===== src/rtl/dff_ram_arb_pkg.sv =====
// Shared definitions for the flop-RAM arbiter: default sizes, RAM command
// encodings and a small index helper used by the round-robin pointer.
package dff_ram_arb_pkg;

  localparam int DEFAULT_NUM_REQ = 2;
  localparam int DEFAULT_ADDR_W  = 2;
  localparam int DEFAULT_DATA_W  = 72;

  localparam logic RAM_CMD_WRITE = 1'b1;
  localparam logic RAM_CMD_READ  = 1'b0;
  localparam logic RAM_EN_ACTIVE = 1'b0;
  localparam logic RAM_EN_IDLE   = ~RAM_EN_ACTIVE;

  // Next requester index with wrap-around at n.
  function automatic int next_index(input int idx, input int n);
    return (idx + 1 >= n) ? 0 : idx + 1;
  endfunction

endpackage


===== src/rtl/rr_arbiter.sv =====
// Single-grant arbiter. Default build is round-robin with a priority pointer.
// Defining DFF_RAM_ARB_FIXED_PRIO_EN turns it into a purely combinational
// fixed-priority arbiter (lowest index wins) with no pointer and no clock.
module rr_arbiter
  import dff_ram_arb_pkg::*;
#(
  parameter int NUM_REQ = DEFAULT_NUM_REQ
) (
`ifndef DFF_RAM_ARB_FIXED_PRIO_EN
  input  logic                       clk,
  input  logic                       rst_n,
`endif
  input  logic [NUM_REQ-1:0]         req,
  output logic [NUM_REQ-1:0]         grant,
  output logic [$clog2(NUM_REQ)-1:0] grant_idx,
  output logic                       grant_valid
);

  localparam int IDX_W = $clog2(NUM_REQ);

`ifdef DFF_RAM_ARB_FIXED_PRIO_EN

  // Lowest asserted request index wins.
  always_comb begin
    grant       = '0;
    grant_idx   = '0;
    grant_valid = 1'b0;
    for (int i = 0; i < NUM_REQ; i++) begin
      if (!grant_valid && req[i]) begin
        grant_valid = 1'b1;
        grant[i]    = 1'b1;
        grant_idx   = IDX_W'(i);
      end
    end
  end

`else

  logic [IDX_W-1:0] ptr;

  // Scan requesters starting at the pointer (wrapping); first asserted one wins.
  always_comb begin
    grant       = '0;
    grant_idx   = '0;
    grant_valid = 1'b0;
    for (int k = 0; k < NUM_REQ; k++) begin
      for (int i = 0; i < NUM_REQ; i++) begin
        if (!grant_valid && req[i] &&
            (i == ((int'(ptr) + k >= NUM_REQ) ? int'(ptr) + k - NUM_REQ : int'(ptr) + k))) begin
          grant_valid = 1'b1;
          grant[i]    = 1'b1;
          grant_idx   = IDX_W'(i);
        end
      end
    end
  end

  // Pointer moves just past the granted requester; holds when idle.
  always_ff @(posedge clk or negedge rst_n) begin
    if (!rst_n) begin
      ptr <= '0;
    end else if (grant_valid) begin
      ptr <= IDX_W'(next_index(int'(grant_idx), NUM_REQ));
    end
  end

`endif

endmodule


===== src/rtl/dff_ram_arbiter.sv =====
// Top level: shares one single-port flop RAM among NUM_REQ requesters.
// Arbitration lives in rr_arbiter; this file muxes the granted command onto
// the RAM port and steers the one-cycle-late read data back to its issuer.
// Optional macro DFF_RAM_ARB_FIXED_PRIO_EN selects fixed-priority arbitration.
module dff_ram_arbiter
  import dff_ram_arb_pkg::*;
#(
  parameter int NUM_REQ = DEFAULT_NUM_REQ,
  parameter int ADDR_W  = DEFAULT_ADDR_W,
  parameter int DATA_W  = DEFAULT_DATA_W
) (
  input  logic                      clk,
  input  logic                      rst_n,
  input  logic [NUM_REQ-1:0]        req_valid,
  output logic [NUM_REQ-1:0]        req_ready,
  input  logic [NUM_REQ-1:0]        req_wr,
  input  logic [NUM_REQ*ADDR_W-1:0] req_addr,
  input  logic [NUM_REQ*DATA_W-1:0] req_wdata,
  output logic [NUM_REQ-1:0]        rsp_valid,
  output logic [DATA_W-1:0]         rsp_rdata,
  output logic [ADDR_W-1:0]         ram_address,
  output logic                      ram_en_n,
  output logic                      ram_wr,
  output logic [DATA_W-1:0]         ram_wdata,
  input  logic [DATA_W-1:0]         ram_rdata
);

  localparam int IDX_W = $clog2(NUM_REQ);

  logic [NUM_REQ-1:0] req_masked;
  logic [NUM_REQ-1:0] grant;
  logic [IDX_W-1:0]   grant_idx;
  logic               grant_valid;
  logic               tag_pending;
  logic [IDX_W-1:0]   tag_id;

  // Nothing is granted while reset is held, so ready and the RAM port stay idle.
  assign req_masked = {NUM_REQ{rst_n}} & req_valid;
  assign req_ready  = grant;

  rr_arbiter #(
    .NUM_REQ (NUM_REQ)
  ) u_arb (
`ifndef DFF_RAM_ARB_FIXED_PRIO_EN
    .clk         (clk),
    .rst_n       (rst_n),
`endif
    .req         (req_masked),
    .grant       (grant),
    .grant_idx   (grant_idx),
    .grant_valid (grant_valid)
  );

  // Drive the RAM port from the granted requester's command; idle values otherwise.
  always_comb begin
    ram_en_n    = RAM_EN_IDLE;
    ram_wr      = RAM_CMD_READ;
    ram_address = '0;
    ram_wdata   = '0;
    for (int i = 0; i < NUM_REQ; i++) begin
      if (grant[i]) begin
        ram_en_n    = RAM_EN_ACTIVE;
        ram_wr      = req_wr[i];
        ram_address = req_addr[i*ADDR_W +: ADDR_W];
        ram_wdata   = req_wdata[i*DATA_W +: DATA_W];
      end
    end
  end

  // Grant tag remembers which requester is owed read data next cycle.
  always_ff @(posedge clk or negedge rst_n) begin
    if (!rst_n) begin
      tag_pending <= 1'b0;
      tag_id      <= '0;
    end else begin
      tag_pending <= grant_valid && (ram_wr == RAM_CMD_READ);
      tag_id      <= grant_idx;
    end
  end

  // Present RAM read data to the tagged requester; bus is zero otherwise.
  always_comb begin
    rsp_valid = '0;
    rsp_rdata = '0;
    if (tag_pending) begin
      rsp_rdata = ram_rdata;
      for (int i = 0; i < NUM_REQ; i++) begin
        if (IDX_W'(i) == tag_id) begin
          rsp_valid[i] = 1'b1;
        end
      end
    end
  end

endmodule


===== config.mk =====
export PLATFORM = sky130hd
export DESIGN_NAME = dff_ram_arbiter
export DESIGN_NICKNAME = d
export VERILOG_FILES = /design/src/rtl/dff_ram_arb_pkg.sv /design/src/rtl/rr_arbiter.sv /design/src/rtl/dff_ram_arbiter.sv
export SDC_FILE = /design/constraint.sdc
export NUM_CORES = 1
export LEC_CHECK = 0
export BUFFER_PORTS_ARGS = -buffer_cell sky130_fd_sc_hd__buf_2
export CAP_MARGIN = 5
export CORE_AREA = 4 4 143 145
export DETAILED_ROUTE_END_ITERATION = 16
export DIE_AREA = 0 0 147 149
export GPL_TIMING_DRIVEN = 0
export PLACE_DENSITY = 0.48
export SLEW_MARGIN = 10
export SYNTH_ARGS = -nofsm -noshare
export SYNTH_HDL_FRONTEND = slang
export SYNTH_SLANG_ARGS = --single-unit

===== constraint.sdc =====
create_clock -name clk -period 1.96 [get_ports clk]
set_input_delay 0.098 -clock clk [delete_from_list [all_inputs] [get_ports clk]]
set_output_delay 0.098 -clock clk [all_outputs]
set_load 0.01 [all_outputs]

# Word level (Yosys, flattened, before mapping)
# Cells that the tools add are included.
dict set report word_totals {
  regBits 3
  input_bits 226
  out_inout_bits 152
  elab_cells 51
}
dict set report classes {
  add_sub_neg 4
  magnitude_cmp 3
  eq_ne 2
  muxes 24
  n_bitwise 2
  reduce_logical 13
}
# operator n
set op_table {}
lappend op_table {{two-way mux 72 bit} 3}
lappend op_table {{== test 2 x 32 -> 1 bit, first input constant} 2}
lappend op_table {{logical NOT 32 bit} 2}
lappend op_table {{two-way mux 32 bit} 2}
lappend op_table {{>= comparator 32 x 3 -> 1 bit, second input constant} 1}
lappend op_table {{subtractor 32 x 3 -> 32 bit, second input constant} 1}
lappend op_table {{two-way mux 1 bit} 16}
lappend op_table {{logical AND 1 bit} 8}
lappend op_table {{two-way mux 2 bit} 3}
lappend op_table {{adder 1 x 1 -> 2 bit, second input constant} 2}
lappend op_table {{logical NOT 1 bit} 3}
lappend op_table {{subtractor 1 x 2 -> 3 bit, second input constant} 1}
lappend op_table {{AND 2 bit} 1}
lappend op_table {{>= comparator 1 x 2 -> 1 bit, second input constant} 1}
lappend op_table {{>= comparator 2 bit, second input constant} 1}
lappend op_table {{NOT 1 bit} 1}

# Depth between registers and ports, before layout
dict set report logic_depth {
  ltp_word 20
  mapped_depth 5
  ltp_nobuf 2
}

# By module
# From an unflattened synthesis, not the netlist that was laid out.
dict set report hier_totals {
  cells_unflattened 192
  hier_area_um2 1438.9
}
# module instances cells_each area_per_inst_um2
set modules_own_cells {}
lappend modules_own_cells {dff_ram_arbiter 1 184 1372.6}
lappend modules_own_cells {rr_arbiter 1 8 66.3}

# Worst setup path after synthesis
# OpenSTA, ideal clock, no wires.
dict set report synth_timing {
  path_kind {register to output}
  from {register u_arb.ptr}
  to {output ram_wdata[23]}
  t_arrival_ps 1126
  required_time_ps 1862
  slack_ps 736
  stages_incl_launch_ff 6
  path_buffers 3
  path_cell_list {dfrtp_1 -> a21bo_1 -> buf_2 -> buf_6 -> buf_6 -> o32ai_1}
}
dict set report synth_via {
  elab_chain_len 18
}
# element line_no
set synth_rtl {}
lappend synth_rtl {{from (decl)} rr_arbiter.sv:39} ;# logic [IDX_W-1:0] ptr;
lappend synth_rtl {{from (signal assigned)} rr_arbiter.sv:63} ;# ptr <= IDX_W'(next_index(int'(grant_idx), NUM_REQ));
lappend synth_rtl {{parallel branches: the longest is 17 deep, another holds subtractor 32 x 3 -> 32 bit} --}
lappend synth_rtl {{two-way mux 72 bit (*)} dff_ram_arbiter.sv:61} ;# if (grant[i]) begin
lappend synth_rtl {{to (decl)} dff_ram_arbiter.sv:24} ;# output logic [DATA_W-1:0] ram_wdata,
# Mark *: on every way between the ends.

# Final worst setup path
dict set report layout_timing {
  from {register tag_pending}
  to {output rsp_rdata[60]}
}
dict set report layout_via {
  elab_chain_len 1
}
# element line_no
set layout_rtl {}
lappend layout_rtl {{from (decl)} dff_ram_arbiter.sv:34} ;# logic tag_pending;
lappend layout_rtl {{from (signal assigned)} dff_ram_arbiter.sv:76} ;# tag_pending <= grant_valid && (ram_wr == RAM_CMD_READ);
lappend layout_rtl {{two-way mux 72 bit} dff_ram_arbiter.sv:85} ;# if (tag_pending) begin
lappend layout_rtl {{to (decl)} dff_ram_arbiter.sv:20} ;# output logic [DATA_W-1:0] rsp_rdata,
# Every way passes these cells.

==> impl_metrics.py <==
metrics = {
    "pwr": {
        "p_per_area_mw_per_mm2": 340,
        "p_total_mw": 1.56,
        "p_int_uw": 859,
        "clock_power_share_pct": 20.5,
        "power_frac_seq_pct": 4.8,
        "switching_power_uw": 703,
        "switching_share_pct": 45.0,
        "p_leak_nw": 2.60,
        "vdd_drop_max_mv": 0.170,
        "pwr-share-comb_pct": 74.6,
    },
    "timing": {
        "rsz0062_at_grt": "no",
        "slew_headroom_pct": 48.8,
        "fin_crit_sh_pct": 88.2,
        "slew_viol_final": 0,
        "max_slew.worst_pin.slew_ns": 0.768,
        "clock_skew_ns": 0.000249,
        "fmax_ghz": 0.579,
        "fin_ws_ns": 0.232,
        "hold_violations": 0,
        "timing.final.crit_period_ns": 1.73,
        "setup_viol": 0,
        "final.setup.tns_ns": 0,
        "whs_ns": 0.140,
    },
    "route": {
        "drtIter0Drc": 110,
        "antenna_left": 0,
        "vias_per_cell": 4.08,
        "wl_per_cell_um": 17.7,
        "dr_total_vias": 4133,
        "drt-pass1-iter-count": 4,
        "drc": 0,
        "drt_wl_total_um": 18000,
    },
    "logic_synthesis": {
        "synth-simple-area-share_pct": 46.4,
        "yosys_register_bits": 3,
        "syn_area_mm2": 0.00228,
        "synth_compound_area_share_pct": 37.5,
        "ys_types": 20,
        "ys_warn_count": 0,
        "synthAdderAreaFrac_pct": 0,
        "yosysSeqAreaShare_pct": 3.29,
        "synth_top_family_by_area": "simple AND/OR/NAND/NOR gates",
        "synth-xor-area-share_pct": 0,
        "muxShareOfSynthArea_pct": 0,
        "synth_area_per_cell_um2": 6.24,
        "synth_nets": 592,
        "syn_inst": 366,
    },
    "clock_tree": {
        "cts_setup_buffers": 0,
        "numCtsBuffers": 3,
        "htreeDepth": 1,
        "clock_path_buffers": 2,
        "clock_latency_ns": 0.22,
        "ctsRootBufferMaster": "clkbuf_16",
        "path_clk_slew_ns": 0.03,
        "cts.sinks": 3,
        "cts_tree": "yes",
    },
    "layout": {
        "final_cell_area_mm2": 0.00459,
        "syn_to_final_growth_pct": 101,
        "fin_cells": 1013,
        "diodes": 0,
        "drive_gt1_share_pct": 58.0,
        "fin_util_pct": 23.9,
        "final_nets": 975,
    },
    "place": {
        "gp_congestion": 0.857,
        "placed_cells": 1008,
        "dp_worst_setup_slack_ns": 0.241,
        "hpwl_um": 15400,
        "portBuffers": 377,
        "placed_area_mm2": 0.00450,
    },
    "global_routing": {
        "grt_first_pass_wirelength_um": 24900,
        "antenna_found_initial": 1,
        "grt_pass1_vias": 4163,
        "grt_max_degree": 11,
        "grt_use_total_pct": 14.7,
        "globalRouteOverflowTotal": 0,
    },
    "die": {
        "initial_core_util_pct": 11.9,
        "dieArea_mm2": 0.0219,
        "die_x_um": 147,
        "placeableCoreArea_mm2": 0.0192,
        "boundaryPins": 378,
        "num_rows": 51,
        "die_y_um": 149,
    },
    "critical_path": {
        "startpoint_type": "flop",
        "path_cells": "clkbuf_1 -> clkbuf_1 -> and2_1 -> buf_2",
        "critPathCaptureType": "primary output",
        "crit_path_frequent_cell": "clkbuf_1",
        "worst_path_largest_cell_delay_ns": 0.35,
        "cp_max_fo": 10,
        "required_ns": 1.86,
        "crit_slowest_cell": "clkbuf_1",
        "critPathArrivalTime_ns": 1.63,
        "path_class": "flop to primary output",
    },
    "flow_run": {
        "maxCapViolCount": 0,
    },
    "status": {
        "status": "finished, final reports clean",
    },
    "worst_hold_path": {
        "min_path_type": "input port to flop",
    },
}
flip-flops by register name, summed over array words and instances (netlist names):
signal	count
tag_id	1
tag_pending	1
u_arb.ptr	1
cells in the mapped netlist:
master    count  area, um2
a21bo_1       1       10.0
a21oi_1       1       5.00
a31oi_1       1       6.26
and2_1       73        457
buf_1         1       3.75
buf_2        21        105
buf_4         2       15.0
buf_6         8       90.1
clkbuf_1     19       71.3
dfrtp_1       3       75.1
inv_1         1       3.75
inv_2         1       3.75
nand2_1     150        563
nand2b_1      2       12.5
nor2_1        1       3.75
nor2b_1       2       12.5
nor3_1        2       10.0
o21ai_0       1       5.00
o32ai_1      54        473
o32ai_2      22        358
final timing paths:
kind,start,to,slack [ns],cells after the start
hold reg to reg,u_arb.ptr,u_arb.ptr,0.51,1
setup reg to reg,u_arb.ptr,tag_id,0.62,5
max in group asynchronous,rst_n,tag_id,1.50,2
min in group asynchronous,rst_n,u_arb.ptr,0.30,2
setup / recovery,tag_pending,rsp_rdata[60],0.23,4
hold / removal,req_valid[1],u_arb.ptr,0.14,2
per-layer routing:
layer,wire [um],track usage [%],vias to the layer above,share of wire [%]
li1,-,-,2053,-
met1,6920,16.0,1862,38
met2,9590,29.8,206,53
met3,1230,2.92,10,6.8
met4,226,2.28,2,1.3
met5,13,0,-,0.072
kinds of logic after synthesis:
family	count (synthesis)
compound gates	80
buf+inv	53
flops	3
simple gates	230
power by group through the flow:
stage                     Sequential, mW  Clock, mW  Combinational (mW)
final                             0.0754      0.321                1.17
after global routing              0.0762      0.336                1.28
after CTS                         0.0753      0.329                1.19
after detailed placement          0.0756          0                1.19
after global placement            0.0758          0                1.19
after floorplan                   0.0743          0               0.602
repair_timing:
item	in CTS	in global routing
hold buffers	1	0
endpoints found under the hold margin	3	0
resized for setup	0	0
worst max-delay path, delay by kind of cell (launching register included):
family | cells | cell delay, ns
AND/OR/NAND/NOR | 1 | 0.21
flip-flops | 1 | 0.32
buffers and inverters | 3 | 0.87
cell usage in the layout (no fill, tap or decap), types with 2 or more instances in the layout:
cell type / synthesis / layout
and2_1: 73 / 73
buf_2: 21 / 398
buf_4: 2 / 2
buf_6: 8 / 8
clkbuf_1: 19 / 20
clkbuf_16: 0 / 3
dfrtp_1: 3 / 3
nand2_1: 150 / 150
nand2b_1: 2 / 2
nor2b_1: 2 / 2
nor3_1: 2 / 2
o32ai_1: 54 / 54
o32ai_2: 22 / 22
layout make-up:
cell class / count / area, um2
buffer: 51 / 285
clock buffer: 4 / 78.8
fill: 2213 / 14600
inverter: 2 / 7.51
multi-input combinational: 310 / 1920
sequential: 3 / 75.1
tap: 265 / 332
timing repair buffer: 378 / 1900
Note: power is estimated with default switching activity, not from simulation.
